`config.mk`:
```
export PLATFORM = sky130hd
export DESIGN_NAME = mem_access_unit
export DESIGN_NICKNAME = d
export VERILOG_FILES = /design/src/rtl/mem_pkg.sv /design/src/rtl/load_align.sv /design/src/rtl/mem_access_unit.sv
export SDC_FILE = /design/constraint.sdc
export NUM_CORES = 1
export LEC_CHECK = 0
export BUFFER_PORTS_ARGS = -buffer_cell sky130_fd_sc_hd__buf_4
export CORE_AREA = 2 2 117 119
export CTS_CLUSTER_DIAMETER = 60
export CTS_CLUSTER_SIZE = 16
export DETAILED_ROUTE_END_ITERATION = 10
export DIE_AREA = 0 0 119 121
export PLACE_DENSITY = 0.82
export SLEW_MARGIN = 20
export SYNTH_ARGS = -nofsm -noshare
export SYNTH_HDL_FRONTEND = slang
export SYNTH_SLANG_ARGS = --single-unit
```
`constraint.sdc`:
```
create_clock -name clk -period 3.1 [get_ports clk]
set_clock_uncertainty 0.15 [all_clocks]
set_input_delay 0.31 -clock clk [delete_from_list [all_inputs] [get_ports clk]]
set_output_delay 0.31 -clock clk [all_outputs]
set_load 0.02 [all_outputs]
```
`src/rtl/mem_pkg.sv`:
```
// mem_pkg
// Shared definitions for the memory-access stage: memory opcode encodings,
// FSM state encodings, access width classes and small decode helpers used by
// both the control path and the load aligner.
package mem_pkg;

  // Memory opcodes as decoded upstream.
  typedef enum logic [3:0] {
    MEM_NONE = 4'd0,
    LB       = 4'd1,
    LBU      = 4'd2,
    LH       = 4'd3,
    LHU      = 4'd4,
    LW       = 4'd5,
    SB       = 4'd6,
    SH       = 4'd7,
    SW       = 4'd8
  } mem_op_e;

  // Transaction FSM states.
  typedef enum logic [1:0] {
    ST_IDLE   = 2'd0,
    ST_ACCESS = 2'd1,
    ST_RESP   = 2'd2
  } mem_state_e;

  // Access width classes. WC_NONE also covers unused opcode values,
  // so those opcodes are never accepted as memory ops.
  typedef enum logic [1:0] {
    WC_NONE = 2'd0,
    WC_BYTE = 2'd1,
    WC_HALF = 2'd2,
    WC_WORD = 2'd3
  } width_class_e;

  localparam logic [3:0] BE_NONE = 4'b0000;
  localparam logic [3:0] BE_HALF_LO = 4'b0011;
  localparam logic [3:0] BE_HALF_HI = 4'b1100;
  localparam logic [3:0] BE_WORD = 4'b1111;

  function automatic width_class_e op_width(input mem_op_e op);
    width_class_e wc;
    case (op)
      LB, LBU, SB: wc = WC_BYTE;
      LH, LHU, SH: wc = WC_HALF;
      LW, SW:      wc = WC_WORD;
      default:     wc = WC_NONE;
    endcase
    return wc;
  endfunction

  function automatic logic op_is_load(input mem_op_e op);
    return (op == LB) || (op == LBU) || (op == LH) || (op == LHU) || (op == LW);
  endfunction

  function automatic logic op_is_store(input mem_op_e op);
    return (op == SB) || (op == SH) || (op == SW);
  endfunction

  // Bytes never misalign; halves need bit 0 clear, words both low bits clear.
  function automatic logic op_aligned(input mem_op_e op, input logic [1:0] addr_lo);
    logic ok;
    case (op_width(op))
      WC_BYTE: ok = 1'b1;
      WC_HALF: ok = ~addr_lo[0];
      WC_WORD: ok = (addr_lo == 2'b00);
      default: ok = 1'b0;
    endcase
    return ok;
  endfunction

  // Little-endian lane enables; loads use the same enables as stores.
  function automatic logic [3:0] op_byte_en(input mem_op_e op, input logic [1:0] addr_lo);
    logic [3:0] be;
    case (op_width(op))
      WC_BYTE: be = 4'b0001 << addr_lo;
      WC_HALF: be = addr_lo[1] ? BE_HALF_HI : BE_HALF_LO;
      WC_WORD: be = BE_WORD;
      default: be = BE_NONE;
    endcase
    return be;
  endfunction

  // Store data is replicated across lanes so the slave only needs the enables.
  function automatic logic [31:0] op_store_lanes(input mem_op_e op, input logic [31:0] data);
    logic [31:0] lanes;
    case (op)
      SB:      lanes = {4{data[7:0]}};
      SH:      lanes = {2{data[15:0]}};
      SW:      lanes = data;
      default: lanes = 32'h0;
    endcase
    return lanes;
  endfunction

endpackage

```
`src/rtl/load_align.sv`:
```
// load_align
// Combinational load-data aligner. Picks the addressed byte or halfword
// lane from the read word and sign- or zero-extends it to 32 bits.
// Ports:
//   i_rdata  : raw 32-bit word from data memory
//   i_addrLo : low two address bits of the access
//   i_op     : memory opcode (non-load opcodes give zero)
//   o_data   : extended load value
module load_align
  import mem_pkg::*;
(
  input  logic [31:0] i_rdata,
  input  logic [1:0]  i_addrLo,
  input  mem_op_e     i_op,
  output logic [31:0] o_data
);

  logic [7:0]  w_byte;
  logic [15:0] w_half;

  assign w_byte = i_rdata[{i_addrLo, 3'b000} +: 8];
  assign w_half = i_addrLo[1] ? i_rdata[31:16] : i_rdata[15:0];

  always_comb begin
    o_data = 32'h0;
    case (i_op)
      LB:      o_data = {{24{w_byte[7]}}, w_byte};
      LBU:     o_data = {24'h0, w_byte};
      LH:      o_data = {{16{w_half[15]}}, w_half};
      LHU:     o_data = {16'h0, w_half};
      LW:      o_data = i_rdata;
      default: o_data = 32'h0;
    endcase
  end

endmodule

```
`src/rtl/mem_access_unit.sv`:
```
// mem_access_unit
// Memory pipeline stage. Accepts a memory op from EX, checks alignment,
// runs one req/ack transaction on the data-memory port, and produces a
// one-cycle load writeback. Misaligned ops raise a one-cycle addr_err and
// are never issued.
// Ports:
//   clk, rst_n                 : clock, async active-low reset
//   ex_valid, mem_op, addr,
//   store_data, rd_in          : instruction presented by EX
//   stall                      : freezes upstream while the op is accepted/in flight
//   dmem_req/we/addr/be/wdata  : data-memory request, held stable until dmem_ack
//   dmem_ack, dmem_rdata       : slave completion and read word
//   wb_valid, wb_rd, wb_data   : registered one-cycle load writeback
//   addr_err                   : registered one-cycle misalignment pulse
module mem_access_unit
  import mem_pkg::*;
#(
  parameter int DMEM_AW = 32
) (
  input  logic               clk,
  input  logic               rst_n,
  input  logic               ex_valid,
  input  logic [3:0]         mem_op,
  input  logic [31:0]        addr,
  input  logic [31:0]        store_data,
  input  logic [4:0]         rd_in,
  output logic               stall,
  output logic               dmem_req,
  output logic               dmem_we,
  output logic [DMEM_AW-1:0] dmem_addr,
  output logic [3:0]         dmem_be,
  output logic [31:0]        dmem_wdata,
  input  logic               dmem_ack,
  input  logic [31:0]        dmem_rdata,
  output logic               wb_valid,
  output logic [4:0]         wb_rd,
  output logic [31:0]        wb_data,
  output logic               addr_err
);

  mem_state_e  r_state;
  mem_state_e  w_nextState;
  mem_op_e     r_op;
  logic [31:0] r_addr;
  logic [31:0] r_storeData;
  logic [4:0]  r_rd;
  logic        r_wbValid;
  logic [4:0]  r_wbRd;
  logic [31:0] r_wbData;
  logic        r_addrErr;

  mem_op_e     w_op;
  logic        w_stall;
  logic        w_latch;
  logic        w_misalign;
  logic        w_capture;
  logic        w_inAccess;
  logic        w_rIsLoad;
  logic        w_rIsStore;
  logic [31:0] w_loadData;

  assign w_op       = mem_op_e'(mem_op);
  assign w_inAccess = (r_state == ST_ACCESS);
  assign w_rIsLoad  = op_is_load(r_op);
  assign w_rIsStore = op_is_store(r_op);

  // State register.
  always_ff @(posedge clk or negedge rst_n) begin
    if (!rst_n) begin
      r_state <= ST_IDLE;
    end else begin
      r_state <= w_nextState;
    end
  end

  // Next-state and control strobes. Only IDLE looks at EX; an op that
  // fails alignment is dropped here and only reported through addr_err.
  always_comb begin
    w_nextState = r_state;
    w_stall     = 1'b0;
    w_latch     = 1'b0;
    w_misalign  = 1'b0;
    w_capture   = 1'b0;
    case (r_state)
      ST_IDLE: begin
        if (ex_valid && (op_width(w_op) != WC_NONE)) begin
          if (op_aligned(w_op, addr[1:0])) begin
            w_latch     = 1'b1;
            w_stall     = 1'b1;
            w_nextState = ST_ACCESS;
          end else begin
            w_misalign = 1'b1;
          end
        end
      end
      ST_ACCESS: begin
        w_stall = 1'b1;
        if (dmem_ack) begin
          w_capture   = 1'b1;
          w_nextState = ST_RESP;
        end
      end
      ST_RESP: begin
        w_nextState = ST_IDLE;
      end
      default: begin
        w_nextState = ST_IDLE;
      end
    endcase
  end

  // Request context latched on accept, plus the registered writeback and
  // error pulses. wb_rd/wb_data read zero outside their one-cycle pulse.
  always_ff @(posedge clk or negedge rst_n) begin
    if (!rst_n) begin
      r_op        <= MEM_NONE;
      r_addr      <= 32'h0;
      r_storeData <= 32'h0;
      r_rd        <= 5'd0;
      r_wbValid   <= 1'b0;
      r_wbRd      <= 5'd0;
      r_wbData    <= 32'h0;
      r_addrErr   <= 1'b0;
    end else begin
      r_addrErr <= w_misalign;
      r_wbValid <= w_capture && w_rIsLoad;
      if (w_capture && w_rIsLoad) begin
        r_wbRd   <= r_rd;
        r_wbData <= w_loadData;
      end else begin
        r_wbRd   <= 5'd0;
        r_wbData <= 32'h0;
      end
      if (w_latch) begin
        r_op        <= w_op;
        r_addr      <= addr;
        r_storeData <= store_data;
        r_rd        <= rd_in;
      end
    end
  end

  load_align u_loadAlign (
    .i_rdata  (dmem_rdata),
    .i_addrLo (r_addr[1:0]),
    .i_op     (r_op),
    .o_data   (w_loadData)
  );

  // The port is driven only in ACCESS so that a reset drops everything at once
  // and the bus is quiet while idle.
  assign stall      = w_stall;
  assign dmem_req   = w_inAccess;
  assign dmem_we    = w_inAccess && w_rIsStore;
  assign dmem_addr  = w_inAccess ? DMEM_AW'({r_addr[31:2], 2'b00}) : '0;
  assign dmem_be    = w_inAccess ? op_byte_en(r_op, r_addr[1:0]) : BE_NONE;
  assign dmem_wdata = (w_inAccess && w_rIsStore) ? op_store_lanes(r_op, r_storeData) : 32'h0;
  assign wb_valid   = r_wbValid;
  assign wb_rd      = r_wbRd;
  assign wb_data    = r_wbData;
  assign addr_err   = r_addrErr;

endmodule
```
==> results.sh, run 1 <==
export IMPL_outcome="finished, final reports clean"
export IMPL_area_growth_pct=56.3
export IMPL_start_util_pct=42.1
export IMPL_syn_area_um2=5500
export IMPL_clk_pin_slew_ns=0.05
export IMPL_worst_pin_slew_ns=0.807
export IMPL_post_place_ws_ns=0.489
export IMPL_cts_tree="built"
export IMPL_route_vias_total=5250
export IMPL_place_congestion=0.937
export IMPL_grt_overflow=0
export IMPL_maxSlewViolCount=0
export IMPL_period_needed_ns=2.93
export IMPL_die_h_um=121
export IMPL_crit_type="reg -> out"
export IMPL_portBuffers=216
export IMPL_cts_buffers=17
export IMPL_synthArstFlopShare_pct=100
export IMPL_hold_viol_final=0
export IMPL_cp_data_arrival_time_ns=2.47
export IMPL_finalNetCount=906
export IMPL_grt_antenna_before_repair=0
export IMPL_cts_htree_levels=4
export IMPL_synth_cells=509
export IMPL_rows=42
export IMPL_path_max_fanout=17
export IMPL_post_route_period_util_pct=94.4
export IMPL_p_leak_uw=0.00405
export IMPL_synth_edf_count=0
export IMPL_power_uw=5890
export IMPL_ys_ff_latch=114
export IMPL_drt_first_pass_iters=8
export IMPL_clock_root_buffer="clkbuf_16"
export IMPL_grt_pass1_vias=5343
export IMPL_maxSlewHeadroom_pct=46.2
export IMPL_synth_area_per_cell_um2=10.8
export IMPL_viasPerCell=5.35
export IMPL_cp_num_buf_inv=2
export IMPL_hold_class="in -> reg"
export IMPL_setup_slack_ns=0.172
export IMPL_cp_data_required_time_ns=2.64
export IMPL_crit_path_end_kind="output port"
export IMPL_path_cells="inv_1 > ha_1 > and3b_1 > or2_2 > a22oi_1 > nor2_1 > buf_4"
export IMPL_grt_max_degree=63
export IMPL_routed_wl_um=17300
export IMPL_clock_path_buffers=2
export IMPL_yosysWarnings=0
export IMPL_final_area_um2=8600
export IMPL_powerDensity_nw_per_um2=684
export IMPL_maxClockFrequency_mhz=342
export IMPL_slowest_delay_ns=0.58
export IMPL_clk_insertion_delay_late_ns=0.41
export IMPL_drt_iter0_markers=453
export IMPL_dpl_hpwl_um=11600
export IMPL_ys_types=41
export IMPL_fp_dieArea_um2=14400
export IMPL_ir_drop_uv=436
export IMPL_fp_dieW_um=119
export IMPL_cts_sinks=114
export IMPL_grt_total_usage_pct=24.1
export IMPL_ys_seq_area_share_pct=51.8
export IMPL_n_fill_cell=933
export IMPL_drc_errors=0
export IMPL_place_area_um2=7290
export IMPL_wl_per_cell_um=17.6
export IMPL_slowest_stage="and3b_1"
export IMPL_start_kind="register"
export IMPL_rsz0062_at_grt="no"
export IMPL_synth_flop_cell="dfrtp_1"
export IMPL_antenna_left=0
export IMPL_finalSetupViolations=0
export IMPL_n_antenna_cell=0
export IMPL_setup_tns_ns=0
export IMPL_core_area_um2=13100
export IMPL_drv_cap=0
export IMPL_critPathTopFamily="simple AND/OR/NAND/NOR gates"
export IMPL_drive_gt1_share_pct=42.2
export IMPL_grt_pass1_wl_um=27000
export IMPL_io_pin_count=219
-- sequential cells by signal, indices dropped and copies added, names as in the netlist --
name	flops
r_addr	32
wb_valid	1
wb_rd	5
r_storeData	32
r_rd	5
addr_err	1
r_state	2
r_op	4
wb_data	32
-- cells in the final DEF, fill, tap and decap left out, types with 4 or more instances in the layout --
cell type      count
buf_4            228
dfrtp_1          114
dlygate4sd3_1     71
mux2_2            69
nand2_1           58
and2_1            44
a21oi_1           29
nor2_1            27
o21ai_0           19
clkbuf_16         17
a22oi_1           16
mux2i_1           11
a31oi_1           10
inv_1              9
o22ai_1            8
a222oi_1           7
nand2b_1           6
a32oi_1            6
nor3_1             5
ha_1               5
clkinv_2           5
clkinv_4           4
-- area by class of cell --
class / instances / area [µm²] / area share, %
Clock buffer: 19 / 443 / 5.15
Clock inverter: 13 / 136 / 1.59
Multi-Input combinational cell: 346 / 2440 / 28.4
Inverter: 12 / 45.0 / 0.524
Sequential cell: 114 / 2850 / 33.2
Tap cell: 176 / 220 / 2.56
Timing Repair Buffer: 301 / 2460 / 28.6
-- worst min-delay path, stage by stage --
cell     delay, ns
buf_4         0.11
nand2_1       0.05
o22ai_1       0.07
-- worst paths after layout --
kind	startpoint	endpoint	slack, ns	depth (start not counted)
worst max-delay path	r_op[0]	dmem_wdata[21]	0.17	7
worst min-delay path	dmem_rdata[5]	wb_data[5]	0.01	3
worst max register to register	r_addr[0]	wb_data[27]	0.57	4
worst min register to register	r_rd[2]	wb_rd[2]	0.32	1
max in group asynchronous	rst_n	r_storeData[31]	1.67	3
min in group asynchronous	rst_n	wb_data[21]	0.37	2
-- per-layer routing --
layer | part of all wire, % | GRT usage [%] | up-vias
li1 | - | - | 2354
met1 | 37 | 26.9 | 2525
met2 | 52 | 42.1 | 316
met3 | 8.1 | 7.24 | 55
met4 | 3.3 | 11.6 | 0
met5 | 0 | 0 | -
-- cells in the mapped netlist, types with 2 or more instances --
master	n	area, µm²
o22ai_1	8	50.1
a21oi_1	29	145
buf_1	4	15.0
mux2_2	69	777
clkbuf_1	17	63.8
inv_1	9	33.8
or3_1	3	18.8
dfrtp_1	114	2850
mux4_2	2	45.0
nand2_1	58	218
nor2_1	27	101
or2_2	2	12.5
a22oi_1	16	120
buf_2	15	75.1
nor3_1	5	25.0
a31oi_1	10	62.6
a32oi_1	6	52.6
ha_1	5	62.6
a222oi_1	7	70.1
o21ai_0	19	95.1
inv_2	2	7.51
and2_1	44	275
buf_4	2	15.0
mux2i_1	11	110
o21a_1	2	15.0
and3b_1	3	26.3
nand2b_1	6	37.5
-- per-stage QoR --
step	utilization (%)	instances	hold slack (ns)
global placement	55.7	875	0.275
finish	65.7	981	0.0123
global route	65.7	981	0.00573
detailed placement	55.7	875	0.297
CTS	65.6	978	0.000324
floorplan	-	510	-0.136
-- logic make-up (layout without fill, tap and decap cells) --
logic type               Yosys count  after routing  share of synthesized area, %
AND/OR/NAND/NOR                  154            154                          13.8
buffers and inverters             50            345                          3.89
other                              1              2                        0.0681
AO/OA/AOI/OAI                    103            103                          12.3
adder cells (fa/ha/maj)            5              5                          1.14
flip-flops                       114            114                          51.8
multiplexers                      82             82                          16.9
-- power breakdown --
part	internal [µW]	switching, µW	total, µW
clock network	1200	694	1890
registers	1880	321	2200
logic	875	915	1790
total	3960	1930	5890
-- timing repair --
item	4_1_cts	5_1_grt
hold buffers	71	0
setup endpoints to repair	0	8
endpoints found under the hold margin	131	0
setup buffers	0	3
resized for setup	0	1
No activity file was read; power rests on OpenSTA's default activity.
==> run 2, diff against run 1 <==
--- a/config.mk
+++ b/config.mk
@@ -11,7 +11,7 @@
 export CTS_CLUSTER_SIZE = 16
 export DETAILED_ROUTE_END_ITERATION = 10
 export DIE_AREA = 0 0 119 121
-export PLACE_DENSITY = 0.82
+export PLACE_DENSITY = 0.71
 export SLEW_MARGIN = 20
 export SYNTH_ARGS = -nofsm -noshare
 export SYNTH_HDL_FRONTEND = slang
==> results.sh, run 2 (synthesis results as in run 1) <==
export IMPL_outcome="finished, final reports clean"
export IMPL_grt_overflow=0
export IMPL_period_needed_ns=2.91
export IMPL_start_util_pct=42.1
export IMPL_portBuffers=216
export IMPL_crit_path_end_kind="output port"
export IMPL_clk_pin_slew_ns=0.06
export IMPL_clock_root_buffer="clkbuf_16"
export IMPL_rows=42
export IMPL_clock_path_buffers=2
export IMPL_switching_share_pct=31.1
export IMPL_core_area_um2=13100
export IMPL_start_kind="register"
export IMPL_setup_tns_ns=0
export IMPL_wl_per_cell_um=17.3
export IMPL_cts_htree_levels=4
export IMPL_hold_viol_final=0
export IMPL_post_route_period_util_pct=94.0
export IMPL_final_area_um2=8640
export IMPL_grt_antenna_before_repair=0
export IMPL_cts_buffers=17
export IMPL_io_pin_count=219
export IMPL_met1_usage_pct=28.7
export IMPL_fp_dieArea_um2=14400
export IMPL_finalSetupViolations=0
export IMPL_hold_class="in -> reg"
export IMPL_drt_first_pass_iters=5
export IMPL_die_h_um=121
export IMPL_rsz0062_at_grt="no"
export IMPL_n_antenna_cell=0
export IMPL_final_common_cell="buf_4"
export IMPL_cp_data_arrival_time_ns=2.45
export IMPL_dpl_hpwl_um=11300
export IMPL_grt_busiest_layer="met2"
export IMPL_viasPerCell=5.27
export IMPL_grt_max_degree=60
export IMPL_grt_total_usage_pct=23.6
export IMPL_drt_iter0_markers=369
export IMPL_drc_errors=0
export IMPL_met3_usage_pct=5.97
export IMPL_fp_dieW_um=119
export IMPL_drive_gt1_share_pct=42.5
export IMPL_cts_sinks=114
export IMPL_p_leak_uw=0.00406
export IMPL_final_cell_mix="230 x buf_4, 114 x dfrtp_1, 69 x mux2_2, 68 x dlygate4sd3_1, 58 x nand2_1"
export IMPL_cp_data_required_time_ns=2.64
export IMPL_switching_power_uw=1900
export IMPL_grt_pass1_wl_um=26500
export IMPL_place_congestion=0.881
export IMPL_place_area_um2=7280
export IMPL_routed_wl_um=16900
export IMPL_area_growth_pct=56.9
export IMPL_worst_pin_slew_ns=0.743
export IMPL_maxSlewHeadroom_pct=50.1
export IMPL_maxSlewViolCount=0
export IMPL_crit_type="reg -> out"
export IMPL_path_max_fanout=12
export IMPL_combinationalPowerShare_pct=29.4
export IMPL_grtUsageMet2_pct=40.2
export IMPL_finalNetCount=904
export IMPL_sequentialPowerShare_pct=35.9
export IMPL_drv_cap=0
export IMPL_route_vias_total=5159
export IMPL_p_clk_share_pct=34.7
export IMPL_clk_insertion_delay_late_ns=0.41
export IMPL_powerDensity_nw_per_um2=706
export IMPL_cts_tree="built"
export IMPL_antenna_left=0
export IMPL_grt_pass1_vias=5377
export IMPL_maxClockFrequency_mhz=343
export IMPL_p_int_uw=4200
export IMPL_ir_drop_uv=408
export IMPL_n_fill_cell=988
## run 2: metrics by stage
stage	hold WS, ns	instances	utilization (%)	setup slack (ns)	total power (µW)
after floorplan	-0.136	510	-	0.639	3260
after global placement	-0.0517	876	55.7	0.426	3820
after detailed placement	-0.0507	876	55.7	0.444	3890
after CTS	0.000187	976	65.8	0.00209	6100
after global routing	0.00225	979	66.0	0.0275	6400
final	0.00994	979	66.0	0.187	6100
## run 2: what timing repair did
| action | 4_1_cts | 5_1_grt |
|---|---|---|
| hold buffers | 68 | 0 |
| gates resized for setup | 0 | 1 |
| buffers inserted | 0 | 3 |
| endpoints found under the hold margin | 181 | 0 |
| setup endpoints to repair | 0 | 8 |
## run 2: worst paths after layout
kind,startpoint,end,slack (ns),depth (start not counted)
worst max register to register,r_addr[0],wb_data[18],0.60,4
worst min register to register,r_rd[3],wb_rd[3],0.33,1
worst min-delay path,addr[28],r_addr[28],0.01,2
worst max-delay path,r_op[0],dmem_wdata[15],0.19,8
max in group asynchronous,rst_n,r_storeData[13],1.82,3
min in group asynchronous,rst_n,r_addr[27],0.09,2
## run 2: area by class of cell
cell class                 count  area, µm²  share of cell area [%]
sequential                   114       2850                    33.0
timing repair buffer         299       2430                    28.1
clock buffer                  23        498                    5.77
clock inverter                 9        150                    1.74
multi-input combinational    346       2440                    28.3
tap                          176        220                    2.55
inverter                      12       45.0                   0.522
## run 2: per-layer routing
layer	vias up	part of all wire (%)
li1	2348	-
met1	2487	41
met2	279	49
met3	45	7.8
met4	0	3.1
met5	-	0
## run 2: power by group through the flow
stage                     Combinational (µW)  Sequential [µW]  Clock [µW]
after floorplan                         1170             2090           0
after global placement                  1640             2180           0
after detailed placement                1690             2200           0
after CTS                               1770             2180        2140
after global routing                    1930             2240        2230
final                                   1800             2190        2120
## run 2: worst max-delay path, stage by stage, from the launching register on
cell and delay [ns]:
dfrtp_1 0.41, inv_1 0.13, ha_1 0.21, and3b_1 0.46
buf_4 0.24, o21ai_4 0.08, buf_4 0.16, a21oi_1 0.17
buf_4 0.18
